File: src/rtl/ram_loader_pkg.sv
// rtl/ram_loader_pkg.sv - shared state encoding for the stream-to-RAM loader
package ram_loader_pkg;

    // Loader FSM states; encoding is fixed so other blocks can decode it.
    typedef enum logic [1:0] {
        IDLE   = 2'd0,
        LOAD   = 2'd1,
        FINISH = 2'd2
    } state_t;

endpackage

File: src/rtl/ram_loader.sv
// rtl/ram_loader.sv - loads a counted burst of stream words into consecutive RAM addresses
module ram_loader
    import ram_loader_pkg::*;
#(
    parameter int WIDTH = 8,
    parameter int DEPTH = 256,
    localparam int AW = $clog2(DEPTH)
) (
    input  logic             clk,
    input  logic             rst,
    input  logic             start,
    input  logic [AW-1:0]    base_addr,
    input  logic [AW:0]      length,
    input  logic             in_valid,
    input  logic [WIDTH-1:0] in_data,
    output logic             in_ready,
    output logic             we,
    output logic [AW-1:0]    waddr,
    output logic [WIDTH-1:0] wdata,
    output logic             busy,
    output logic             done
);

    localparam logic [AW:0]   MAX_LEN   = (AW+1)'(DEPTH);
    localparam logic [AW:0]   ONE_LEN   = (AW+1)'(1);
    localparam logic [AW-1:0] LAST_ADDR = AW'(DEPTH - 1);
    localparam logic [AW-1:0] ONE_ADDR  = AW'(1);

    state_t         state;
    logic [AW-1:0]  ptr;
    logic [AW:0]    remaining;

    // Pointer wraps explicitly so non-power-of-two depths stay in range.
    function automatic logic [AW-1:0] next_ptr(input logic [AW-1:0] p);
        return (p == LAST_ADDR) ? '0 : p + ONE_ADDR;
    endfunction

    assign in_ready = (state == LOAD);
    assign busy     = (state != IDLE);

    // Loader FSM with pointer/count bookkeeping and registered write port.
    always_ff @(posedge clk or posedge rst) begin
        if (rst) begin
            state     <= IDLE;
            ptr       <= '0;
            remaining <= '0;
            we        <= 1'b0;
            waddr     <= '0;
            wdata     <= '0;
            done      <= 1'b0;
        end else begin
            we   <= 1'b0;
            done <= 1'b0;
            case (state)
                IDLE: begin
                    if (start) begin
                        ptr       <= base_addr;
                        remaining <= (length > MAX_LEN) ? MAX_LEN : length;
                        if (length == '0) begin
                            // Empty load still signals completion, one cycle later.
                            state <= FINISH;
                            done  <= 1'b1;
                        end else begin
                            state <= LOAD;
                        end
                    end
                end
                LOAD: begin
                    if (in_valid) begin
                        we        <= 1'b1;
                        waddr     <= ptr;
                        wdata     <= in_data;
                        ptr       <= next_ptr(ptr);
                        remaining <= remaining - ONE_LEN;
                        if (remaining == ONE_LEN) begin
                            // Last write and done land in the same FINISH cycle.
                            state <= FINISH;
                            done  <= 1'b1;
                        end
                    end
                end
                FINISH: begin
                    state <= IDLE;
                end
                default: begin
                    state <= IDLE;
                end
            endcase
        end
    end

endmodule

File: config.mk
export PLATFORM = sky130hd
export DESIGN_NAME = ram_loader
export DESIGN_NICKNAME = d
export VERILOG_FILES = /design/src/rtl/ram_loader_pkg.sv /design/src/rtl/ram_loader.sv
export SDC_FILE = /design/constraint.sdc
export NUM_CORES = 1
export LEC_CHECK = 0
export ABC_AREA = 1
export CAP_MARGIN = 15
export CORE_MARGIN = 1.5
export CORE_UTILIZATION = 44
export DETAILED_ROUTE_END_ITERATION = 7
export HOLD_SLACK_MARGIN = 0.05
export PLACE_DENSITY = 0.75
export RECOVER_POWER = 50
export SLEW_MARGIN = 0
export SYNTH_ARGS = -nofsm -noshare
export SYNTH_HDL_FRONTEND = slang
export SYNTH_SLANG_ARGS = --single-unit
File: constraint.sdc
create_clock -name clk -period 1.4 [get_ports clk]
set_clock_uncertainty 0.1 [all_clocks]
set_input_delay 0.21 -clock clk [delete_from_list [all_inputs] [get_ports clk]]
set_output_delay 0.21 -clock clk [all_outputs]
set_load 0.01 [all_outputs]
# After elaboration in Yosys (flattened, before gate mapping)
# Cells that the tools add are included.
# word_totals
out_inout_bits	20
ff_bits	37
# classes
reduce_logical	7
order_cmp	1
mux	20
addsub	2
eq_ne	6
# op_table
operator	n
two-way mux 9 bit	3
two-way mux 8 bit	3
case mux 9 bit (2 select lines)	1
case mux 8 bit (2 select lines)	1
equality test 9 x 1 -> 1 bit, second input constant	1
> comparator 9 bit, second input constant	1
zero test 9 bit	1
subtractor 9 x 1 -> 9 bit, second input constant	1
adder 8 x 1 -> 8 bit, second input constant	1
equality test 8 bit, second input constant	1
two-way mux 2 bit	4
two-way mux 1 bit	6
AND reduction 3 bit	2
!= test 2 bit, second input constant	2
case mux 2 bit (2 select lines)	1
nonzero test 2 bit	2
equality test 2 x 1 -> 1 bit, second input constant	1
zero test 2 bit	1
!= test 2 x 1 -> 1 bit, second input constant	1
case mux 1 bit (2 select lines)	1
AND reduction 2 bit	1

# Depth between registers and ports, before layout
# Gate-level depths: netlist (run 1).
# depth
word_depth	4
mapped_depth	9
ltp_nobuf	9

# Worst setup path after synthesis (run 1)
# Ideal clock, no wire load.
# synth_path
kind	reg-to-reg
startpoint	register remaining[0]
endpoint	register remaining[8]
n_path_buf	0
arrival_ps	1107
stages_incl_launch_ff	10
path_slack_ps	76
path_cell_list	dfrtp_1 -> inv_1 -> ha_1 -> nand2_1 -> nor2_1 -> nand2_1 -> nand2_1 -> nand3_1 -> nand2_1 -> nand2_1
# synth_via
elab_chain_cells	3
# synth_lines
item	line_no	text
start, declared	ram_loader.sv:31	logic [AW:0] remaining;
start signal, assigned	ram_loader.sv:58	remaining <= (length > MAX_LEN) ? MAX_LEN : length;
start signal, assigned	ram_loader.sv:74	remaining <= remaining - ONE_LEN;
subtractor 9 x 1 -> 9 bit	ram_loader.sv:74	
two-way mux 9 bit	ram_loader.sv:69	if (in_valid) begin
case mux 9 bit (2 select lines)	ram_loader.sv:54	case (state)
# Every way passes these cells. The select of a mux whose other input is x is not followed.
# A chain may end at the register's enable or synchronous reset.

# Worst setup path in the final report (run 1)
# layout_path
startpoint	register state[1]
endpoint	register remaining[5]
# layout_via
elab_chain_cells	3
elab_cells_between_ends	7
# layout_lines
item	line_no	text
start, declared	ram_loader.sv:29	state_t state;
start signal, assigned	ram_loader.sv:44	state <= IDLE;
start signal, assigned	ram_loader.sv:61	state <= FINISH;
start signal, assigned	ram_loader.sv:64	state <= LOAD;
equality test 2 x 1 -> 1 bit or zero test 2 bit (tied branches)	ram_loader.sv:54	
!= test 2 bit (no line) or nonzero test 2 bit (tied branches)	--	
AND reduction 3 bit (no line)	--	
# Several ways; a longest one is shown, not always the timed one.

==> results of run 1 <==
## synth_stat cells
master,number,area [µm²]
nand2_1,114,427.9
dfrtp_1,37,925.9
inv_1,30,112.6
nor2_1,21,78.83
nand3_1,16,80.08
o21ai_0,15,75.07
o21ai_1,8,40.04
buf_2,6,30.03
inv_2,4,15.01
a21oi_1,3,15.01
a31oi_1,3,18.77
ha_1,3,37.54
o22ai_1,3,18.77
a21oi_2,2,17.52
nand2_4,2,22.52
nand4_1,2,12.51
nor3_1,2,10.01
buf_4,1,7.510
buf_6,1,11.26
clkinv_1,1,3.750
nand3_2,1,10.01
nand3b_1,1,7.510
nor2_8,1,20.02
or2_2,1,6.260
## area by class of cell
| type | count | area, µm² |
|---|---|---|
| sequential | 37 | 925.9 |
| tap | 52 | 65.06 |
| clock inverter | 2 | 10.01 |
| clock buffer | 6 | 72.57 |
| multi-input combinational | 199 | 1076 |
| inverter | 35 | 138.9 |
| timing repair buffer | 83 | 784.5 |
| fill | 334 | 1281 |
## worst reg2reg max path, cell delays in order, from the launching register on
cell	delay, ps
dfrtp_1	390
buf_6	130
nor2_8	160
buf_12	130
nand2_8	70
nand2_8	140
buf_6	130
nand2_2	50
nand2_1	70
nand2_1	50
## worst max-delay path by stage
stage	start	end	slack, ps	depth (start not counted)
2_1_floorplan	remaining[0]	remaining[8]	80	9
3_3_place_gp	in_valid	remaining[7]	-150	6
3_5_place_dp	start	remaining[5]	-170	7
4_1_cts	state[0]	in_ready	-130	4
5_1_grt	remaining[2]	remaining[5]	-240	6
6_report	state[1]	remaining[5]	-140	9
## layer usage
metal	track usage [%]	vias to the layer above	routed length (µm)
met4	8.333	0	138
met3	4.618	17	302
li1	-	1038	-
met1	30.00	951	2342
met2	36.79	80	2582
met5	0	-	0
## logic make-up after synthesis
logic type | share of synthesized area (%)
adder cells (fa/ha/maj) | 1.873
AO/OA/AOI/OAI | 9.239
flip-flops | 46.19
AND/OR/NAND/NOR | 33.71
buffers and inverters | 8.989
## registers in the layout, summed over array words and instances, names as in the netlist
signal / flops
remaining: 9
ptr: 8
waddr: 8
wdata: 8
state: 2
done: 1
we: 1
## power by group through the flow
stage          Combinational (mW)  Clock (mW)  Sequential, mW
2_1_floorplan                1.74           0            1.90
3_3_place_gp                 3.04           0            1.84
3_5_place_dp                 3.10           0            1.84
4_1_cts                      3.48       0.742            1.82
5_1_grt                      4.30       0.790            1.90
6_report                     3.88       0.730            1.85
## through the flow
stage / hold slack, ps / power (mW) / setup WS (ps)
4_1_cts: 172.3 / 6.046 / -132.3
2_1_floorplan: 219.6 / 3.637 / 75.88
5_1_grt: 363.5 / 6.983 / -235.9
3_3_place_gp: 360.4 / 4.879 / -150.6
3_5_place_dp: 364.7 / 4.941 / -170.5
6_report: 366.8 / 6.462 / -139.1
## timing repair
item | CTS | global route
gates resized for setup | 54 | 31
setup endpoints to repair | 31 | 38
setup buffers | 7 | 3
hold buffers | 0 | 0
pin swaps | 7 | 7
cloned | 1 | 0
==> qor.txt, run 1 <==
Row cnt = 24
Wirelength per Cell = 12.96 µm
Drt pass-1 iters = 4
Slowest cell delay on critical path = 390 ps
LEAKAGE = 1.579 nW
Worst Hold Path Cells = 3
Final hold vios = 0
R2R Path Start = state[1]
Post-synthesis cell type count = 24
Worst Path Buf+Inv = 3
RSZ-0062 raised after global routing = yes
Count of final setup violators = 24
Clock Sinks = 37
Overflow after GRT = 0
Comb pwr share = 60.1%
Placed instance count = 395
CP Class = register to register
Number of synthesized register bits = 37
# port buffers = 48
Ys Warns = 0
Num ports = 49
Maximum vdd drop = 1111 µV
Final ANT Viol Nets = 0
Post-DP Area = 2714 µm²
Crit. End Element = register
WHS Endpoint = wdata[4]
Global-route usage over all layers = 22.71%
Sw Pwr = 2.827 mW
Routed WL = 5365 µm
Status = complete, but fails checks
Vias = 2086
Worst path slowest cell = dfrtp_1
Avg Inst Size Synth = 7.210 µm²
First-pass GRT wire length = 9032 µm
Syn_nets = 310
Pwr per Cell Area = 2103 nW/µm²
Clock power share = 11.3%
Failing checks = negative setup slack
Slew HR = 39.79%
Commonest non-fill, non-tap cell in the layout = nand2_1
Routability congestion estimate = 0.9234
Mapped Cells = 278
Area Growth Syn to Fin = 53.31%
Maximum clock frequency = 0.6497 GHz
DR DRC count = 0
Max Slew Vio Count = 0
Flop-to-flop setup slack = -140 ps
Die height = 70.50 µm
Worst hold path class = input port to register
Vias in the first global route = 1983
H-Tree Depth = 2
Setup WS post-layout = -139.1 ps
Final Instance Area = 3073 µm²
DP HPWL = 3442 µm
Reg2reg path depth = 9
Clock buffer depth = 2
Largest net degree at the start of global routing = 38
Post-route insts no fill = 414
Sw Share = 43.74%
Number of DRC markers in iteration 0 = 138
Final core utilization = 70.57%
Die extent in x = 70.50 µm
Crit path launch type = register
Max_cap viols = 0
Root Buffer = clkbuf_8
Final antenna diode count = 0
Netlist Area Pre-Place = 2004 µm²
Worst-margin pin slew = 903.1 ps
CP arrival = 1610 ps
Reg power frac = 28.6%
Nets = 393
Crit Path Max Fanout = 8
Core ar. = 4354 µm²
Period utilization = 109.9%
HP Start = in_data[4]
Antenna violations before repair = 0
P_int = 3.636 mW
Vias per cell = 5.039
Required time of the critical path = 1470 ps
Clk_lat worst skew = 290 ps
Share of layout cells above drive strength 1 = 24.31%
Reg2reg end = remaining[5]
Initial core utilization = 46.03%
Most frequent cells in the layout = nand2_1, dfrtp_1, inv_1, clkdlybuf4s50_1, buf_4
TritonCTS Buffers = 5
Worst path cell trace = buf_6 > nor2_8 > buf_12 > nand2_8 > nand2_8 > buf_6 > nand2_2 > nand2_1 > nand2_1
Min Tclk post-route = 1539 ps
CP delay by family, top = simple AND/OR/NAND/NOR gates
Post-synthesis sequential area ratio = 46.19%
Worst-path clk slew = 80 ps
CTS tree = built
Die area = 4970 µm²
Final TNS setup = -1250 ps
Power figures use the tool's default switching activity.
==> inputs of run 2 (changes only) <==
--- a/config.mk
+++ b/config.mk
@@ -7,7 +7,6 @@
 export LEC_CHECK = 0
 export ABC_AREA = 1
 export CAP_MARGIN = 15
-export CORE_MARGIN = 1.5
 export CORE_UTILIZATION = 44
 export DETAILED_ROUTE_END_ITERATION = 7
 export HOLD_SLACK_MARGIN = 0.05
==> qor.txt, run 2 (same netlist as run 1, synthesis figures left out) <==
Status = complete, but fails checks
Failing checks = negative setup slack
Nets = 396 (+0.76%)
Largest net degree at the start of global routing = 38 (unchanged)
WHS Endpoint = wdata[7]
Number of DRC markers in iteration 0 = 109 (-21%)
Most frequent cells in the layout = nand2_1, dfrtp_1, inv_1
First-pass GRT wire length = 8825 µm (-2.3%)
TritonCTS Buffers = 5 (unchanged)
Worst hold path class = input port to register
Worst-path clk slew = 70 ps (about the same)
Cts hold-fix bufs = 0 (unchanged)
Met2 Use GR = 39.16% (+2.4 points)
Fin Hold WS = 343.4 ps (-23.45 ps)
Commonest non-fill, non-tap cell in the layout = nand2_1
Max_cap viols = 0 (unchanged)
Final Instance Area = 3231 µm² (+5.1%)
GR Util met3 = 4.942% (+0.32 points)
CP arrival = 1620 ps (about the same)
Core ar. = 4354 µm² (unchanged)
Crit. End Element = register
Required time of the critical path = 1490 ps (+20 ps)
Maximum vdd drop = 1019 µV (-8.2%)
Vias per cell = 5.189 (+3.0%)
Worst path slowest cell = dfrtp_2
Worst-margin pin slew = 917.2 ps (+14.13 ps)
Clock Sinks = 37 (unchanged)
Routability congestion estimate = 0.9120 (-1.2%)
Final core utilization = 74.20% (+3.6 points)
Vias in the first global route = 2009 (+1.3%)
Slew HR = 38.85% (-0.94 points)
Area Growth Syn to Fin = 61.17%
Flop-to-flop setup slack = -140 ps (about the same)
DR DRC count = 0 (unchanged)
Worst path cell trace = buf_6 > nor2_8 > nand2_4 > nand2_8 > buf_12 > buf_6 > nand2_2 > nand2_1 > nand2_1
CP Class = register to register
Global-route usage over all layers = 22.97% (+0.26 points)
CTS tree = built
# port buffers = 48 (unchanged)
Drt pass-1 iters = 4 (unchanged)
LEAKAGE = 1.644 nW (+4.1%)
Period utilization = 109.8% (-0.11 points)
Min Tclk post-route = 1537 ps (-1.605 ps)
Die height = 69.50 µm (-1.4%)
Reg2reg path depth = 9 (unchanged)
Largest Register = remaining
Post-DP Area = 2714 µm² (unchanged)
Crit path launch type = register
Crit Path Max Fanout = 8 (unchanged)
Routed WL = 5957 µm (+11%)
Setup WS post-layout = -137.5 ps (+1.605 ps)
Vias = 2164 (+3.7%)
Maximum clock frequency = 0.6504 GHz (+0.10%)
Reg2reg end = remaining[5]
H-Tree Depth = 2 (unchanged)
Share of layout cells above drive strength 1 = 29.59% (+5.3 points)
Antenna violations before repair = 0 (unchanged)
Post-route insts no fill = 417 (+0.72%)
Wirelength per Cell = 14.29 µm (+10%)
Final ANT Viol Nets = 0 (unchanged)
Clk_lat worst skew = 310 ps (+20 ps)
Count of final setup violators = 19 (-21%)
Final hold vios = 0 (unchanged)
Clock buffer depth = 2 (unchanged)
Root Buffer = clkbuf_8
RSZ-0062 raised after global routing = yes
Max Slew Vio Count = 0 (unchanged)
Row cnt = 24 (unchanged)
Final antenna diode count = 0 (unchanged)
Overflow after GRT = 0 (unchanged)
Grt peak-use layer = met2
Placed instance count = 395 (unchanged)
Max reg flops = 9 (unchanged)
Worst Hold Path Cells = 3 (unchanged)
DP HPWL = 3577 µm (+3.9%)
Slowest cell delay on critical path = 420 ps (+30 ps)
R2R Path Start = state[1]
Die extent in x = 69.50 µm (-1.4%)
Total Power = 7.190 mW (+11%)
Pwr per Cell Area = 2226 nW/µm² (+5.8%)
Initial core utilization = 46.03% (unchanged)
HP Start = in_data[7]
Num ports = 49 (unchanged)
Met1 Usage GRT = 28.57% (-1.4 points)
Die area = 4830 µm² (-2.8%)
[run 2: cell count changes in the layout (fill, tap and decap cells not counted), moves of 3 or more]
cell | previous run | this run
nand2_2 | 7 | 14
o21ai_0 | 11 | 8
o21ai_1 | 6 | 9
nand2_1 | 104 | 95
nand3_2 | 1 | 5
[run 2: worst max path at each step]
stage            startpoint           end  slack (ps)  cells after the start
2_1_floorplan  remaining[0]  remaining[8]          80                      9
3_3_place_gp      length[5]      state[0]        -130                      6
3_5_place_dp      length[5]      state[1]        -180                      5
4_1_cts            state[1]      in_ready         -70                      3
5_1_grt              ptr[1]        ptr[3]        -210                     10
6_report           state[1]  remaining[5]        -140                      9
[run 2: layer usage]
metal / share of wire, % / wire length [µm]
met5: 0 / 0
met2: 49 / 2937
met1: 41 / 2472
met4: 2.8 / 165
met3: 6.4 / 382
[run 2: repair_timing]
| action | CTS | global route |
|---|---|---|
| pin swaps | 7 | 25 |
| resized for setup | 54 | 62 |
| setup buffers | 5 | 8 |
| endpoints found under the setup margin | 30 | 37 |
| gates cloned | 0 | 2 |
[run 2: power by group]
group          switching [mW]  leakage [nW]  internal, mW
sequential              0.340         0.445          1.53
combinational            2.25          1.13          1.91
clock                   0.439        0.0687         0.718
[run 2: area by class of cell]
cell class / instances / area, µm²
Clock buffer: 5 / 68.82
Clock inverter: 3 / 68.82
Fill cell: 311 / 1124
Inverter: 35 / 141.4
Multi-Input combinational cell: 198 / 1112
Sequential cell: 37 / 927.1
Tap cell: 52 / 65.06
Timing Repair Buffer: 87 / 847.1
[run 2: per-stage QoR]
step / setup slack (ps) / TNS (ps)
2_1_floorplan: 75.88 / 0
6_report: -137.5 / -1406
3_5_place_dp: -175.0 / -2071
3_3_place_gp: -134.6 / -1566
4_1_cts: -72.97 / -283.1
5_1_grt: -208.6 / -3303
[run 2: worst max-delay path, delay by kind of cell (launching register included)]
family	cells	cell delay, ps
flops	1	420
simple gates	6	550
buf+inv	3	370
